### src/rtl/nyakuo_pkg.sv
// Shared nyakuo core types: instruction enum, RV32I opcode map and the decoded-entry record.
package nyakuo_pkg;

  typedef enum logic [5:0] {
    INVALID,
    LUI, AUIPC, JAL, JALR,
    BEQ, BNE, BLT, BGE, BLTU, BGEU,
    LB, LH, LW, LBU, LHU,
    SB, SH, SW,
    ADDI, SLTI, SLTIU, XORI, ORI, ANDI, SLLI, SRLI, SRAI,
    ADD, SUB, SLL, SLT, SLTU, XOR, SRL, SRA, OR, AND,
    FENCE, FENCE_I, ECALL, EBREAK,
    CSRRW, CSRRS, CSRRC, CSRRWI, CSRRSI, CSRRCI
  } instruction;

  // Major opcodes, inst[6:2]
  localparam logic [4:0] OP_LOAD    = 5'b00000;
  localparam logic [4:0] OP_MISCMEM = 5'b00011;
  localparam logic [4:0] OP_OPIMM   = 5'b00100;
  localparam logic [4:0] OP_AUIPC   = 5'b00101;
  localparam logic [4:0] OP_STORE   = 5'b01000;
  localparam logic [4:0] OP_OP      = 5'b01100;
  localparam logic [4:0] OP_LUI     = 5'b01101;
  localparam logic [4:0] OP_BRANCH  = 5'b11000;
  localparam logic [4:0] OP_JALR    = 5'b11001;
  localparam logic [4:0] OP_JAL     = 5'b11011;
  localparam logic [4:0] OP_SYSTEM  = 5'b11100;

  typedef struct packed {
    instruction  op;
    logic [4:0]  rd;
    logic [4:0]  rs1;
    logic [4:0]  rs2;
    logic [31:0] imm;
    logic [31:0] pc;
    logic        illegal;
  } decoded_t;

  localparam decoded_t DECODED_RESET = '{op: INVALID, rd: 5'd0, rs1: 5'd0, rs2: 5'd0,
                                         imm: 32'd0, pc: 32'd0, illegal: 1'b0};

endpackage

### src/rtl/nyakuo_decode_comb.sv
// Combinational RV32I word classifier: op enum, raw register fields, sign-extended immediate.
module nyakuo_decode_comb
  import nyakuo_pkg::*;
#(
  parameter bit SUPPORT_SYSTEM = 1'b0
) (
  input  logic [31:0] i_inst,
  input  logic [31:0] i_pc,
  output decoded_t    o_dec
);

  logic [4:0]  w_opc;
  logic [2:0]  w_f3;
  logic [6:0]  w_f7;
  logic [31:0] w_imm_i, w_imm_s, w_imm_b, w_imm_u, w_imm_j, w_imm_sh;
  instruction  w_op;
  logic [31:0] w_imm;

  assign w_opc    = i_inst[6:2];
  assign w_f3     = i_inst[14:12];
  assign w_f7     = i_inst[31:25];
  assign w_imm_i  = {{20{i_inst[31]}}, i_inst[31:20]};
  assign w_imm_s  = {{20{i_inst[31]}}, i_inst[31:25], i_inst[11:7]};
  assign w_imm_b  = {{19{i_inst[31]}}, i_inst[31], i_inst[7], i_inst[30:25], i_inst[11:8], 1'b0};
  assign w_imm_u  = {i_inst[31:12], 12'b0};
  assign w_imm_j  = {{11{i_inst[31]}}, i_inst[31], i_inst[19:12], i_inst[20], i_inst[30:21], 1'b0};
  assign w_imm_sh = {27'b0, i_inst[24:20]};

  always_comb begin
    w_op  = INVALID;
    w_imm = '0;
    if (i_inst[1:0] == 2'b11) begin
      case (w_opc)
        OP_LUI:   begin w_op = LUI;   w_imm = w_imm_u; end
        OP_AUIPC: begin w_op = AUIPC; w_imm = w_imm_u; end
        OP_JAL:   begin w_op = JAL;   w_imm = w_imm_j; end
        OP_JALR: begin
          w_imm = w_imm_i;
          if (w_f3 == 3'b000) w_op = JALR;
        end
        OP_BRANCH: begin
          w_imm = w_imm_b;
          case (w_f3)
            3'b000: w_op = BEQ;
            3'b001: w_op = BNE;
            3'b100: w_op = BLT;
            3'b101: w_op = BGE;
            3'b110: w_op = BLTU;
            3'b111: w_op = BGEU;
            default: ;
          endcase
        end
        OP_LOAD: begin
          w_imm = w_imm_i;
          case (w_f3)
            3'b000: w_op = LB;
            3'b001: w_op = LH;
            3'b010: w_op = LW;
            3'b100: w_op = LBU;
            3'b101: w_op = LHU;
            default: ;
          endcase
        end
        OP_STORE: begin
          w_imm = w_imm_s;
          case (w_f3)
            3'b000: w_op = SB;
            3'b001: w_op = SH;
            3'b010: w_op = SW;
            default: ;
          endcase
        end
        OP_OPIMM: begin
          w_imm = w_imm_i;
          case (w_f3)
            3'b000: w_op = ADDI;
            3'b010: w_op = SLTI;
            3'b011: w_op = SLTIU;
            3'b100: w_op = XORI;
            3'b110: w_op = ORI;
            3'b111: w_op = ANDI;
            3'b001: begin
              w_imm = w_imm_sh;
              if (w_f7 == 7'b0000000) w_op = SLLI;
            end
            default: begin
              w_imm = w_imm_sh;
              if (w_f7 == 7'b0000000)      w_op = SRLI;
              else if (w_f7 == 7'b0100000) w_op = SRAI;
            end
          endcase
        end
        OP_OP: begin
          if (w_f7 == 7'b0000000) begin
            case (w_f3)
              3'b000: w_op = ADD;
              3'b001: w_op = SLL;
              3'b010: w_op = SLT;
              3'b011: w_op = SLTU;
              3'b100: w_op = XOR;
              3'b101: w_op = SRL;
              3'b110: w_op = OR;
              default: w_op = AND;
            endcase
          end else if (w_f7 == 7'b0100000) begin
            if (w_f3 == 3'b000)      w_op = SUB;
            else if (w_f3 == 3'b101) w_op = SRA;
          end
        end
        OP_MISCMEM: begin
          w_imm = w_imm_i;
          if (SUPPORT_SYSTEM) begin
            if (w_f3 == 3'b000)      w_op = FENCE;
            else if (w_f3 == 3'b001) w_op = FENCE_I;
          end
        end
        OP_SYSTEM: begin
          w_imm = w_imm_i;
          if (SUPPORT_SYSTEM) begin
            case (w_f3)
              3'b000: begin
                // ECALL/EBREAK are single exact encodings; anything else under funct3=0 is illegal
                if (i_inst[31:7] == 25'h0000000)      w_op = ECALL;
                else if (i_inst[31:7] == 25'h0002000) w_op = EBREAK;
              end
              3'b001: w_op = CSRRW;
              3'b010: w_op = CSRRS;
              3'b011: w_op = CSRRC;
              3'b101: w_op = CSRRWI;
              3'b110: w_op = CSRRSI;
              3'b111: w_op = CSRRCI;
              default: ;
            endcase
          end
        end
        default: ;
      endcase
    end
    if (w_op == INVALID) w_imm = '0;
  end

  assign o_dec = '{op: w_op, rd: i_inst[11:7], rs1: i_inst[19:15], rs2: i_inst[24:20],
                   imm: w_imm, pc: i_pc, illegal: (w_op == INVALID)};

endmodule

### src/rtl/nyakuo_decoder.sv
// Decode stage: combinational decode feeding a registered output slot backed by a one-entry skid buffer.
module nyakuo_decoder
  import nyakuo_pkg::*;
#(
  parameter bit SUPPORT_SYSTEM = 1'b0
) (
  input  logic        clk,
  input  logic        rst_n,
  input  logic        flush,
  input  logic        in_valid,
  output logic        in_ready,
  input  logic [31:0] in_inst,
  input  logic [31:0] in_pc,
  output logic        out_valid,
  input  logic        out_ready,
  output logic [5:0]  out_op,
  output logic [4:0]  out_rd,
  output logic [4:0]  out_rs1,
  output logic [4:0]  out_rs2,
  output logic [31:0] out_imm,
  output logic [31:0] out_pc,
  output logic        out_illegal
);

  decoded_t w_dec;
  decoded_t r_out, r_skid;
  logic     r_out_valid, r_skid_valid;
  logic     w_in_xfer, w_out_free;

  nyakuo_decode_comb #(.SUPPORT_SYSTEM(SUPPORT_SYSTEM)) u_decode (
    .i_inst (in_inst),
    .i_pc   (in_pc),
    .o_dec  (w_dec)
  );

  // in_ready comes straight from the skid flop, so no comb path from out_ready to in_ready
  assign w_in_xfer  = in_valid && !r_skid_valid;
  assign w_out_free = !r_out_valid || out_ready;

  always_ff @(posedge clk or negedge rst_n) begin
    if (!rst_n) begin
      r_out        <= DECODED_RESET;
      r_skid       <= DECODED_RESET;
      r_out_valid  <= 1'b0;
      r_skid_valid <= 1'b0;
    end else if (flush) begin
      r_out_valid  <= 1'b0;
      r_skid_valid <= 1'b0;
    end else if (w_out_free) begin
      if (r_skid_valid) begin
        r_out        <= r_skid;
        r_out_valid  <= 1'b1;
        r_skid_valid <= w_in_xfer;
        if (w_in_xfer) r_skid <= w_dec;
      end else begin
        r_out_valid <= w_in_xfer;
        if (w_in_xfer) r_out <= w_dec;
      end
    end else if (w_in_xfer) begin
      r_skid       <= w_dec;
      r_skid_valid <= 1'b1;
    end
  end

  assign in_ready    = !r_skid_valid;
  assign out_valid   = r_out_valid;
  assign out_op      = r_out.op;
  assign out_rd      = r_out.rd;
  assign out_rs1     = r_out.rs1;
  assign out_rs2     = r_out.rs2;
  assign out_imm     = r_out.imm;
  assign out_pc      = r_out.pc;
  assign out_illegal = r_out.illegal;

endmodule

### config.mk
export PLATFORM = sky130hd
export DESIGN_NAME = nyakuo_decoder
export DESIGN_NICKNAME = d
export VERILOG_FILES = /design/src/rtl/nyakuo_pkg.sv /design/src/rtl/nyakuo_decode_comb.sv /design/src/rtl/nyakuo_decoder.sv
export SDC_FILE = /design/constraint.sdc
export NUM_CORES = 1
export LEC_CHECK = 0
export ABC_AREA = 1
export CAP_MARGIN = 30
export CORE_MARGIN = 2
export CORE_UTILIZATION = 49
export DETAILED_ROUTE_END_ITERATION = 10
export DONT_BUFFER_PORTS = 1
export GPL_ROUTABILITY_DRIVEN = 0
export PLACE_DENSITY = 0.74
export SLEW_MARGIN = 5
export SYNTH_ARGS = -nofsm -noshare
export SYNTH_HDL_FRONTEND = slang
export SYNTH_SLANG_ARGS = --single-unit
### constraint.sdc
create_clock -name clk -period 1.77 [get_ports clk]
set_clock_uncertainty 0.05 [all_clocks]
set_input_delay 0.2655 -clock clk [delete_from_list [all_inputs] [get_ports clk]]
set_output_delay 0.2655 -clock clk [all_outputs]
set_load 0.05 [all_outputs]
; ---- After elaboration in Yosys (flattened, before gate mapping)
; Index checks and enable logic that the tools add are counted.
; Widths: inputs -> output; s select.
[word_totals]
ff_bits = 174
in_bits = 69
out_inout_bits = 88
word_cells = 84
[classes]
eq_ne = 20
n_mux = 31
bitwise_logic = 1
reduce_logical = 16
[ops]
columns = op, n
row1 = $mux 86, 5
row2 = $pmux 32 s6, 1
row3 = $mux 32, 3
row4 = $pmux 6 s7, 2
row5 = $pmux 6 s9, 1
row6 = $mux 6, 6
row7 = $pmux 4 s6, 1
row8 = $eq 5x5->1 const B, 4
row9 = $pmux 4 s5, 1
row10 = $eq 5x4->1 const B, 3
row11 = $pmux 5 s3, 1
row12 = $eq 3x3->1 const B, 4
row13 = $eq 5x3->1 const B, 2
row14 = $mux 5, 2
row15 = $eq 7x6->1 const B, 1
row16 = $logic_not 7->1, 1
row17 = $mux 1, 7
row18 = $eq 3x2->1 const B, 2
row19 = $logic_not 6->1, 1
row20 = $reduce_or 6->1, 1
row21 = $eq 5x2->1 const B, 1
row22 = $logic_not 5->1, 1
row23 = $reduce_bool 2->1, 2
row24 = $reduce_or 4->1, 1
row25 = other kinds (13), 14

; ---- Longest topological paths before layout
[logic_depth]
ltp_word = 12
ltp_mapped = 18
mapped_depth_nobuf = 16

; ---- Hierarchy
; A second synthesis with hierarchy kept.
[unflattened]
hier_cells = 1394
hier_area_um2 = 9823.2
[modules_own_cells]
columns = mod, instances, cells_each, area_each_um2, seq_area_each_um2
row1 = nyakuo_decoder, 1, 1037, 7947.6, 4354.2
row2 = nyakuo_decode_comb, 1, 357, 1875.5, 0.0

; ---- Worst setup path before layout
; No wires, ideal clock.
[synth_path]
path_type = register to register
start = register r_out_valid (netlist: out_valid)
end = register r_skid[33] (netlist name)
setup_ps = 134
arrival_time_ps = 1704
t_required_ps = 1586
path_slack_ps = -118
stages_incl_launch_ff = 10
path_buffers = 2
synth_period_minus_slack_ps = 1888
path_cell_list = dfrtp_1 -> inv_1 -> nor2_1 -> inv_1 -> nor2_1 -> nand3_1 -> clkbuf_1 -> clkbuf_1 -> nand2_1 -> o21ai_0
[synth_between]
elab_chain_cells = 4
word_cells_on_any_way = 5
cone_classes = eq/ne: 1 / mux: 1 / reduce/logical: 3
[synth_lines]
columns = element, line
row1 = from (decl), nyakuo_decoder.sv:27  ; logic r_out_valid, r_skid_valid;
row2 = from (signal assigned), nyakuo_decoder.sv:56  ; r_out_valid <= w_in_xfer;
row3 = $logic_not 1->1 (*), nyakuo_decoder.sv:38  ; assign w_out_free = !r_out_valid || out_ready;
row4 = $logic_or 1x1->1 (*), nyakuo_decoder.sv:38
row5 = $ne 2x2->1 (no source line), n/a
row6 = $reduce_and 2->1 (no source line), n/a
row7 = to (signal assigned), nyakuo_decoder.sv:54  ; if (w_in_xfer) r_skid <= w_dec;
row8 = to (signal assigned), nyakuo_decoder.sv:60  ; r_skid <= w_dec;
row9 = to (decl), nyakuo_decoder.sv:26  ; decoded_t r_out, r_skid;
; Mark *: on every way between the ends. The rest lies on a longest branch, timed or not.
; A chain may end at the register's enable or synchronous reset.

; ---- Final worst setup path
[layout_path]
start = register r_skid_valid
end = output in_ready
[layout_between]
elab_chain_cells = 1
[layout_lines]
columns = element, line
row1 = from (decl), nyakuo_decoder.sv:27
row2 = from (signal assigned), nyakuo_decoder.sv:53  ; r_skid_valid <= w_in_xfer;
row3 = $logic_not 1->1, nyakuo_decoder.sv:65  ; assign in_ready = !r_skid_valid;
row4 = to (decl), nyakuo_decoder.sv:11  ; output logic in_ready,
; Every way passes these cells.

==> impl_metrics.csv <==
group,metric,value,unit
yosys,synth_top_area_share,48.23,%
yosys,synthTopCellsByArea,"dfrtp_1 48%, nand2_1 17%, o21ai_0 9.4%, nor2_1 4.5%, inv_1 4.3%",
drt,initialDrtViolationCount,777,
yosys,synth_fp_nets,1296,
power_and_ir_drop,powerDensity,965.2,nW/um^2
clocking,cts.path.max_buffers,2,
clocking,clk_pin_slew,0.07,ns
floorplan,initial_core_util,50.08,%
clocking,cts-root-buf,"clkbuf_16",
worst_setup_path,crit_path_start_kind,"register",
floorplan,die_w,139.7,um
yosys,synth_edf_count,0,
yosys,syn-cell-area,9027,sq um
worst_setup_path,worstSetupEndpointType,"output port",
sta,period_share,93.55,%
global_routing,grt_max_degree,175,
yosys,syn_inst,1227,
global_routing,met3_usage,6.986,%
worst_setup_path,slowest_stage,"dfrtp_1",
place,hpwlAfterDp,15.82,mm
sta,slew_headroom,63.03,%
drt,vias,8039,
global_routing,grt_pass1_wl,39.12,mm
sta,maxSlewViolCount,0,
yosys,synth_area_leader_cell,"dfrtp_1",
worst_setup_path,crit_fanout,25,
clocking,cts_max_level,4,
clocking,ctsHoldBuffers,44,
finish,area_growth,18.48,%
yosys,synth_flop_cell,"dfrtp_1",
drt,totalWireLength,23.28,mm
drt,drc,0,
sta,holdWs,-0.5283,ns
drt,wl_per_cell,15.26,um
status,status,"complete, but fails checks",
sta,setup_viol,0,
drt,vias_per_cell,5.268,
clocking,clkSinkCount,174,
global_routing,gr-total-overflow,0,
floorplan,io_pins,157,
floorplan,num_rows,49,
yosys,yosysSeqAreaShare,48.23,%
power_and_ir_drop,design_power_total,10.32,mW
yosys,ys_types,31,
sta,tightest_slew,0.5545,ns
yosys,synth_commonest_cells,"416 x nand2_1, 174 x dfrtp_1, 169 x o21ai_0",
sta,fmax,0.6039,GHz
power_and_ir_drop,power.leakage,6.062,nW
clocking,cts_buffers,17,
yosys,async_flop_share,100.0,%
status,violations,"hold timing",
finish,nets,1353,
finish,diodes,0,
place,numPlacedInstances,1451,
finish,drive_gt1_share,11.80,%
worst_setup_path,critPathKind,"reg -> out",
worst_setup_path,arrival,1.34,ns
yosys,ys_warn_count,0,
floorplan,dieArea,19520,sq um
sta,period_needed,1.656,ns
sta,hold_viol,174,
worst_setup_path,max_stage_delay,0.38,ns
clocking,clock_latency,0.43,ns
global_routing,grt_pass1_vias,7594,
drt,dr.pass1.iters,5,
global_routing,use_met2,37.46,%
yosys,synth.most_common_cell,"nand2_1",
worst_setup_path,path_cells,"buf_4 -> inv_6 -> buf_6",
global_routing,grt_usage,24.57,%
sta,grt_setup_unrepaired,"false",
floorplan,placeableCoreArea,18020,sq um
place,portBuffers,0,
flow_run,maxCapViolCount,0,
global_routing,antenna_found_initial,0,
finish,final_cells,1526,
min_path,hold_class,"in -> async",
yosys,ys_seq_elements,174,
power_and_ir_drop,irDropWorstVdd,0.8583,mV
floorplan,dieHeight,139.7,um
drt,final_antenna_net_count,0,
global_routing,grt_util_met1,34.27,%
global_routing,top_usage_layer,"met2",
yosys,avgSynthCellArea,7.357,sq um
clocking,cts_setup_buffers,0,
worst_setup_path,crit_required,1.45,ns
clocking,cts_tree,"yes",
worst_setup_path,r2r_slack,0.17,ns
==> kinds of logic (layout without fill, tap and decap cells) <==
group,after synthesis,in the layout,synth area share (%)
AOI/OAI and AO/OA,248,248,14.39
buffers and inverters,183,253,8.510
DFF,174,174,48.23
and+or+nand+nor,622,622,28.87
==> critical path: cells and delay by family, from the launching register on <==
kind,cells,cell delay [ns]
buffers and inverters,3,0.52
DFF,1,0.38
==> through the flow <==
| step | TNS [ns] | util (%) | cell area [sq um] | setup WS [ns] |
|---|---|---|---|---|
| floorplan | 0 | - | 9031 | 0.0007719 |
| global route | 0 | 59.34 | 10700 | 0.01979 |
| global placement | -5.840 | 53.71 | 9681 | -0.1662 |
| CTS | 0 | 59.31 | 10690 | 0.09861 |
| finish | 0 | 59.34 | 10700 | 0.1141 |
| detailed placement | -8.846 | 53.71 | 9681 | -0.2235 |
==> state kept, by name, indices dropped and copies added, names as in the netlist <==
name          flops
out_illegal       1
out_imm          32
out_op            6
out_pc           32
out_rd            5
out_valid         1
out_rs2           5
r_skid_valid      1
r_skid           86
out_rs1           5
==> area by class of cell <==
cell class              instances  area, sq um
clock buffers                  19        442.9
well taps                     229        286.5
multi-input cells             870         3920
clock inverters                13        127.6
inverters                     110        427.9
fillers                      1610         7330
repair buffers                111         1135
flip-flops and latches        174         4355
==> cell usage in the layout (no fill, tap or decap) <==
| cell type | netlist | final |
|---|---|---|
| a21oi_1 | 29 | 29 |
| a22oi_1 | 1 | 1 |
| a41oi_1 | 1 | 1 |
| buf_12 | 1 | 15 |
| buf_4 | 5 | 51 |
| buf_6 | 5 | 1 |
| bufinv_16 | 0 | 1 |
| clkbuf_1 | 54 | 1 |
| clkbuf_16 | 0 | 17 |
| clkbuf_8 | 0 | 1 |
| clkinv_2 | 0 | 3 |
| clkinv_4 | 0 | 2 |
| clkinvlp_4 | 0 | 1 |
| dfrtp_1 | 174 | 173 |
| dfrtp_2 | 0 | 1 |
| dlygate4sd3_1 | 0 | 44 |
| inv_1 | 104 | 104 |
| inv_2 | 4 | 3 |
| inv_6 | 0 | 7 |
| inv_8 | 0 | 2 |
| nand2_1 | 416 | 416 |
| nand2_2 | 25 | 25 |
| nand2_4 | 11 | 11 |
| nand3_1 | 37 | 36 |
| nand3_2 | 2 | 2 |
| nand3_4 | 0 | 1 |
| nand4_1 | 11 | 11 |
| nor2_1 | 108 | 107 |
| nor2_2 | 4 | 5 |
| nor2_4 | 3 | 3 |
| nor3_1 | 4 | 4 |
| o2111ai_1 | 8 | 8 |
| o21a_1 | 1 | 1 |
| o21ai_0 | 169 | 169 |
| o21ai_1 | 32 | 32 |
| o21ai_2 | 1 | 1 |
| o31ai_1 | 6 | 6 |
| or2_1 | 1 | 1 |
==> per-layer routing <==
metal / vias up / share of wire, % / routed length, um
met3: 42 / 8.6 / 1999
met1: 3681 / 44 / 10340
met4: 0 / 2.0 / 476
met5: - / 0 / 0
li1: 4010 / - / -
met2: 306 / 45 / 10460
==> what timing repair did <==
action                                  CTS  global route
endpoints found under the setup margin    1            14
pin swaps                                 0             0
gates resized for setup                   2             2
endpoints found under the hold margin   217           174
==> report_power, final <==
part | switching (mW) | total [mW] | internal, mW | leakage, nW
clock | 1.63 | 3.64 | 2.01 | 0.282
combinational | 0.633 | 1.11 | 0.475 | 3.50
sequential | 1.13 | 5.57 | 4.44 | 2.28
total | 3.40 | 10.3 | 6.92 | 6.06
==> final timing paths <==
check                             startpoint          to  depth (start not counted)
worst min-delay path                   rst_n   out_pc[7]                          0
min in group clk                    in_pc[5]   r_skid[6]                          2
max in group asynchronous              rst_n  r_skid[63]                          0
worst max register to register     out_valid  r_skid[15]                          7
worst max-delay path            r_skid_valid    in_ready                          3
worst min register to register    r_skid[70]  r_skid[70]                          2
Note: power is estimated with default switching activity, not from simulation.
